<file path="config.mk">
export PLATFORM = sky130hd
export DESIGN_NAME = link_responder
export DESIGN_NICKNAME = d
export VERILOG_FILES = /design/src/rtl/link_responder_pkg.sv /design/src/rtl/link_responder_packet_builder.sv /design/src/rtl/link_responder.sv
export SDC_FILE = /design/constraint.sdc
export NUM_CORES = 1
export LEC_CHECK = 0
export ABC_AREA = 1
export ABC_CLOCK_PERIOD_IN_PS = 2100
export BUFFER_PORTS_ARGS = -buffer_cell sky130_fd_sc_hd__buf_4
export CAP_MARGIN = 5
export CELL_PAD_IN_SITES_DETAIL_PLACEMENT = 0
export CELL_PAD_IN_SITES_GLOBAL_PLACEMENT = 1
export CORE_MARGIN = 3
export CORE_UTILIZATION = 40
export DETAILED_ROUTE_END_ITERATION = 10
export PLACE_DENSITY = 0.87
export SYNTH_ARGS = -nofsm -noshare
export SYNTH_HDL_FRONTEND = slang
export SYNTH_SLANG_ARGS = --single-unit
</file>
<file path="constraint.sdc">
create_clock -name clk_i -period 2.1 [get_ports clk_i]
set_input_delay 0.42 -clock clk_i [delete_from_list [all_inputs] [get_ports clk_i]]
set_output_delay 0.42 -clock clk_i [all_outputs]
set_load 0.02 [all_outputs]
</file>
<file path="src/rtl/link_responder_pkg.sv">
// Shared packet layout, type codes and FSM encodings for the link responder.
package link_responder_pkg;

  localparam int unsigned PacketSize  = 16;
  localparam int unsigned PayloadSize = PacketSize - 5;

  // Packet layout, MSB first: type, seq, payload, even parity bit.
  typedef struct packed {
    logic [1:0]             ptype;
    logic [1:0]             seq;
    logic [PayloadSize-1:0] payload;
    logic                   parity;
  } packet_t;

  localparam logic [1:0] PktData = 2'b00;
  localparam logic [1:0] PktAck  = 2'b01;
  localparam logic [1:0] PktNak  = 2'b10;

  localparam logic [1:0] StIdle   = 2'd0;
  localparam logic [1:0] StCheck  = 2'd1;
  localparam logic [1:0] StSend   = 2'd2;
  localparam logic [1:0] StWaitTx = 2'd3;

endpackage

</file>
<file path="src/rtl/link_responder_packet_builder.sv">
// Combinational packet former: packs the fields and appends even parity.
module link_responder_packet_builder
  import link_responder_pkg::*;
(
  input  logic [1:0]             ptype_i,
  input  logic [1:0]             seq_i,
  input  logic [PayloadSize-1:0] payload_i,
  output packet_t                packet_o
);

  // Parity bit makes the XOR over the whole packet zero.
  always_comb begin
    packet_o.ptype   = ptype_i;
    packet_o.seq     = seq_i;
    packet_o.payload = payload_i;
    packet_o.parity  = ^{ptype_i, seq_i, payload_i};
  end

endmodule

</file>
<file path="src/rtl/link_responder.sv">
// Receive-side stop-and-wait engine: checks DATA packets, delivers in-order
// payloads to the host and answers each with an ACK or NAK.
module link_responder
  import link_responder_pkg::*;
#(
  parameter int unsigned TxTimeout = 50000
) (
  input  logic                   clk_i,
  input  logic                   rst_ni,
  input  logic                   irq_rx_i,
  input  logic [PacketSize-1:0]  rx_packet_i,
  input  logic                   irq_tx_i,
  output logic                   tx_enable_o,
  output logic [PacketSize-1:0]  tx_packet_o,
  output logic [PayloadSize-1:0] payload_o,
  output logic                   payload_valid_o,
  input  logic                   payload_ready_i,
  output logic [1:0]             expected_seq_o,
  output logic                   busy_o,
  output logic [7:0]             err_count_o
);

  localparam int unsigned CntW = (TxTimeout > 2) ? $clog2(TxTimeout) : 1;
  localparam logic [CntW-1:0] CntLast = CntW'(TxTimeout - 1);

  logic [1:0]             state_q, state_d;
  logic                   irq_rx_q, irq_tx_q;
  packet_t                rx_q, rx_d;
  packet_t                tx_q, tx_d;
  logic [PayloadSize-1:0] payload_q, payload_d;
  logic                   pvalid_q, pvalid_d;
  logic [1:0]             exp_q, exp_d;
  logic [7:0]             err_q, err_d;
  logic [CntW-1:0]        cnt_q, cnt_d;

  logic    rx_edge, tx_edge;
  packet_t chk_pkt, resp_pkt;
  logic    parity_ok;
  logic    resp_send, deliver, parity_err, timeout, overrun;
  logic [1:0] resp_type, resp_seq;

  assign rx_edge = irq_rx_i & ~irq_rx_q;
  assign tx_edge = irq_tx_i & ~irq_tx_q;

  // Rebuilding the captured fields reproduces the packet only if parity holds.
  link_responder_packet_builder u_chk (
    .ptype_i   (rx_q.ptype),
    .seq_i     (rx_q.seq),
    .payload_i (rx_q.payload),
    .packet_o  (chk_pkt)
  );
  assign parity_ok = (chk_pkt == rx_q);

  link_responder_packet_builder u_resp (
    .ptype_i   (resp_type),
    .seq_i     (resp_seq),
    .payload_i ('0),
    .packet_o  (resp_pkt)
  );

  // Response decision for the captured packet.
  always_comb begin
    resp_send  = 1'b0;
    resp_type  = PktNak;
    resp_seq   = exp_q;
    deliver    = 1'b0;
    parity_err = 1'b0;
    if (!parity_ok) begin
      resp_send  = 1'b1;
      parity_err = 1'b1;
    end else if (rx_q.ptype == PktData) begin
      resp_send = 1'b1;
      if (rx_q.seq == exp_q) begin
        // Host buffer full: NAK so the initiator retries later.
        if (!pvalid_q) begin
          deliver   = 1'b1;
          resp_type = PktAck;
        end
      end else if (rx_q.seq == exp_q - 2'd1) begin
        // Duplicate of the last delivered packet: our ACK was lost, re-ACK it.
        resp_type = PktAck;
        resp_seq  = rx_q.seq;
      end
    end
  end

  // FSM, payload handshake and error counting.
  always_comb begin
    state_d   = state_q;
    rx_d      = rx_q;
    tx_d      = tx_q;
    payload_d = payload_q;
    pvalid_d  = pvalid_q;
    exp_d     = exp_q;
    err_d     = err_q;
    cnt_d     = cnt_q;
    timeout   = 1'b0;
    overrun   = rx_edge && (state_q != StIdle);

    if (pvalid_q && payload_ready_i) begin
      pvalid_d = 1'b0;
    end

    case (state_q)
      StIdle: begin
        if (rx_edge) begin
          rx_d    = rx_packet_i;
          state_d = StCheck;
        end
      end
      StCheck: begin
        if (deliver) begin
          payload_d = rx_q.payload;
          pvalid_d  = 1'b1;
          exp_d     = exp_q + 2'd1;
        end
        if (resp_send) begin
          tx_d    = resp_pkt;
          state_d = StSend;
        end else begin
          state_d = StIdle;
        end
      end
      StSend: begin
        cnt_d   = '0;
        state_d = StWaitTx;
      end
      default: begin
        if (tx_edge) begin
          state_d = StIdle;
        end else if (cnt_q == CntLast) begin
          timeout = 1'b1;
          state_d = StIdle;
        end else begin
          cnt_d = cnt_q + CntW'(1);
        end
      end
    endcase

    // Coincident error sources count once; saturate at 255.
    if (((state_q == StCheck) && parity_err) || timeout || overrun) begin
      if (err_q != 8'hFF) begin
        err_d = err_q + 8'd1;
      end
    end
  end

  // State registers with asynchronous active-low reset.
  always_ff @(posedge clk_i or negedge rst_ni) begin
    if (!rst_ni) begin
      state_q   <= StIdle;
      irq_rx_q  <= 1'b0;
      irq_tx_q  <= 1'b0;
      rx_q      <= '0;
      tx_q      <= '0;
      payload_q <= '0;
      pvalid_q  <= 1'b0;
      exp_q     <= 2'd0;
      err_q     <= 8'd0;
      cnt_q     <= '0;
    end else begin
      state_q   <= state_d;
      irq_rx_q  <= irq_rx_i;
      irq_tx_q  <= irq_tx_i;
      rx_q      <= rx_d;
      tx_q      <= tx_d;
      payload_q <= payload_d;
      pvalid_q  <= pvalid_d;
      exp_q     <= exp_d;
      err_q     <= err_d;
      cnt_q     <= cnt_d;
    end
  end

  assign tx_enable_o     = (state_q == StSend);
  assign tx_packet_o     = tx_q;
  assign payload_o       = payload_q;
  assign payload_valid_o = pvalid_q;
  assign expected_seq_o  = exp_q;
  assign busy_o          = (state_q != StIdle);
  assign err_count_o     = err_q;

endmodule

</file>
==> flow_summary.json <==
{
  "status": "finished, violations left",
  "globalRouteOverflowTotal": 0,
  "vdd_ir_drop_max_v": 0.000927,
  "io_pins": 61,
  "clk_latency_ps": 340,
  "worstSetupStartpointType": "register",
  "path_cells": "nand2_1, clkinv_1, nor2_2, nand2_2, nand2_1, nand2_2, nand2_2, nand2_4, nand2_4, nand2_4, nand2_4, nand3b_4, o21ai_1, inv_1",
  "grt_pass1_wl_um": 12500,
  "antenna_found_initial": 0,
  "grt_start_max_net_pins": 32,
  "utilization": 0.503,
  "p_clk_frac": 0.173,
  "cpMaxStageDelayCell": "dfrtp_1",
  "synth_top_area_share": 0.450,
  "syn-mean-instance-area_um2": 8.39,
  "die_h_um": 99.6,
  "layout.nets": 501,
  "max_cap_violations": 0,
  "synthCells": 418,
  "start_util": 0.418,
  "viasPerCell": 4.76,
  "setup_viol": 0,
  "final.setup.tns_ps": 0,
  "ys_seq_area_frac": 0.450,
  "drc": 0,
  "wl_per_cell_um": 12.3,
  "pwr-share-seq": 0.294,
  "finalHoldViolCount": 4,
  "slew_headroom": 0.585,
  "synth_area_leaders": "dfrtp_1 45%, nand2_1 11%, inv_1 6.3%, nand3_1 3.4%, xor2_1 3.0%",
  "synth-edff-count": 0,
  "regToRegStartpoint": "rx_q[12]",
  "drt-total-wl_um": 7260,
  "synth_cell_types": 35,
  "syn-cell-area_um2": 3510,
  "max_freq_mhz": 528,
  "core.rowCount": 33,
  "hold_slack_ps": -5.64,
  "critical_path.max_stage_delay_ps": 430,
  "grt_pass1_vias": 2750,
  "yosys_register_bits": 63,
  "rsz0062_at_grt": "no",
  "skew_ps": 8.44,
  "dieArea_um2": 9920,
  "violations": "negative hold slack",
  "worst-path-max-fanout": 13,
  "period_share": 0.902,
  "intPower_mw": 3.74,
  "synth.largest_area_cell": "dfrtp_1",
  "cts_hold_buf": 0,
  "regArea_um2": 1580,
  "r2r_slack_ps": 210,
  "cpMostUsedCell": "nand2_4",
  "htreeDepth": 3,
  "hp-class": "input pin to async pin",
  "worstPathArrival_ps": 2120,
  "fp.coreArea_um2": 8380,
  "endpoint_kind": "register",
  "drt_pre_antenna_iters": 4,
  "grt_usage": 0.156,
  "area.growth.synth_to_final_pct": 20.2,
  "power_density_nw_per_um2": 1640,
  "dp.final_hpwl_um": 5260,
  "p_comb_frac": 0.533,
  "min_period_ps": 1890,
  "port-buffer-count": 49,
  "cts_num_sinks": 63,
  "clockRootBuffer": "clkbuf_8",
  "place_congestion": 0.818,
  "via_count": 2797,
  "cts.path.max_buffers": 2,
  "ant_nets": 0,
  "antennaDiodeCount": 0,
  "cp.buffers_inverters": 2,
  "dieWidth_um": 99.6,
  "power_switching_mw": 3.17,
  "yosys_warnings": 0,
  "crit-reg2reg-capture": "payload_o[3]",
  "cts_tree": "done",
  "p_leak_nw": 2.25,
  "cts_buffers": 9,
  "switching_share": 0.459,
  "path_delay_family": "simple AND/OR/NAND/NOR gates",
  "drive_above_1_share": 0.238,
  "slew_viol_final": 0,
  "cts.clk_slew.worst_paths_ps": 70,
  "postSynth.asyncResetShare": 1.00,
  "tightestPinTransition_ps": 620,
  "ys.flop_type": "dfrtp_1",
  "critPathKind": "register to register",
  "drt_iter0_drc": 103,
  "critPathRequiredTime_ps": 2330,
  "nFillCells": 792,
  "r2r_cells": 14,
  "multi_input_comb_area_um2": 1630
}
through the flow:
stage | instances | area (um2) | hold slack (ps) | setup WS [ps] | power, mW
detailed placement | 571 | 3970 | 383 | 166 | 5.65
floorplan | 428 | 3540 | 124 | 409 | 4.78
global route | 588 | 4210 | 16.7 | 23.6 | 7.49
finish | 588 | 4210 | -5.64 | 206 | 6.90
global placement | 571 | 3970 | 384 | 232 | 5.56
CTS | 587 | 4190 | 6.67 | 152 | 6.87
layer usage:
layer,share of wire,global-route usage,vias up
li1,-,-,1429
met3,0.042,0.0414,10
met1,0.45,0.194,1308
met4,0.016,0.0599,0
met2,0.49,0.258,50
met5,0,0,-
area by class of cell:
type	instances	share of cell area
multi-input cells	285	0.387
flip-flops and latches	63	0.374
repair buffers	55	0.0980
inverters	64	0.0570
clock buffers	10	0.0327
well taps	105	0.0312
clock inverters	6	0.0199
layout by cell type, fill, tap and decap left out:
cell and n:
o21ai_2 3, inv_2 4, nand2_1 98, nand4_1 6
nor3b_1 3, nand3b_1 2, nor3_1 8, nand2_2 7
xor2_1 12, clkinv_1 1, o21ai_1 16, o21a_1 2
buf_4 55, clkinv_4 1, dfrtp_1 63, nand3_4 3
nor4_2 2, o21ai_0 6, nor2_2 3, inv_1 59
nand3_1 24, nand3b_4 2, nand3_2 2, clkinv_2 3
nor2_1 26, ha_1 2, xnor2_1 10, a21oi_1 15
xnor2_4 1, clkbuf_8 10, mux2_2 9, conb_1 11
bufinv_16 2, o22ai_1 4, nand2_4 8
cell usage after synthesis (all sizes together), types with 3 or more instances:
cell    number
nand2      113
dfrtp       63
inv         63
nand3       29
nor2        29
o21ai       25
a21oi       15
buf         15
xor2        12
xnor2       11
mux2         9
nor3         8
nand4        6
o22ai        4
nand3b       3
nor3b        3
flip-flops by register name (all words and copies together), names as in the netlist:
signal,cells
expected_seq_o,2
err_count_o,8
rx_q,16
cnt_q,16
payload_valid_o,1
payload_o,11
irq_tx_q,1
irq_rx_q,1
tx_packet_o,5
state_q,2
timing repair:
item | 4_1_cts | 5_1_grt
gates resized for setup | 0 | 3
setup endpoints to repair | 0 | 13
setup buffers | 0 | 0
worst register-to-register path: stages (launching register included):
cell      delay [ps]
dfrtp_1          430
nand2_1          110
clkinv_1          70
nor2_2           110
nand2_2           70
nand2_1           70
nand2_2           80
nand2_2           80
nand2_4           70
nand2_4           70
nand2_4           60
nand2_4          100
nand3b_4         200
o21ai_1          210
inv_1             50
power by group through the flow:
stage               Combinational [mW]  Sequential [mW]  Clock [mW]
floorplan                         2.60             2.18           0
global placement                  3.52             2.04           0
detailed placement                3.60             2.05           0
CTS                               3.62             2.03        1.21
global route                      4.11             2.11        1.27
finish                            3.68             2.03        1.19
worst max-delay path by stage:
| stage | from | endpoint | slack, ps | cells past startpoint |
|---|---|---|---|---|
| after floorplan | expected_seq_o[1] | tx_packet_o[0] | 410 | 13 |
| after global routing | rx_q[12] | payload_o[4] | 20 | 14 |
| after detailed placement | rx_q[12] | payload_o[2] | 170 | 14 |
| final | rx_q[12] | payload_o[3] | 210 | 14 |
| after CTS | rx_q[11] | payload_o[2] | 150 | 14 |
| after global placement | rx_q[12] | payload_o[8] | 230 | 14 |
cell families (layout without fill, tap and decap cells):
| logic type | Yosys count | after routing | synth area share |
|---|---|---|---|
| and+or+nand+nor | 193 | 194 | 0.276 |
| buffers and inverters | 81 | 135 | 0.103 |
| DFF | 63 | 63 | 0.450 |
| AOI/OAI and AO/OA | 46 | 46 | 0.0717 |
| xor gates and xnor gates | 23 | 23 | 0.0628 |
| muxes | 9 | 9 | 0.0289 |
| adders and majority gates | 2 | 2 | 0.00714 |
| other | 1 | 11 | 0.00107 |
Note: power is estimated with default switching activity, not from simulation.
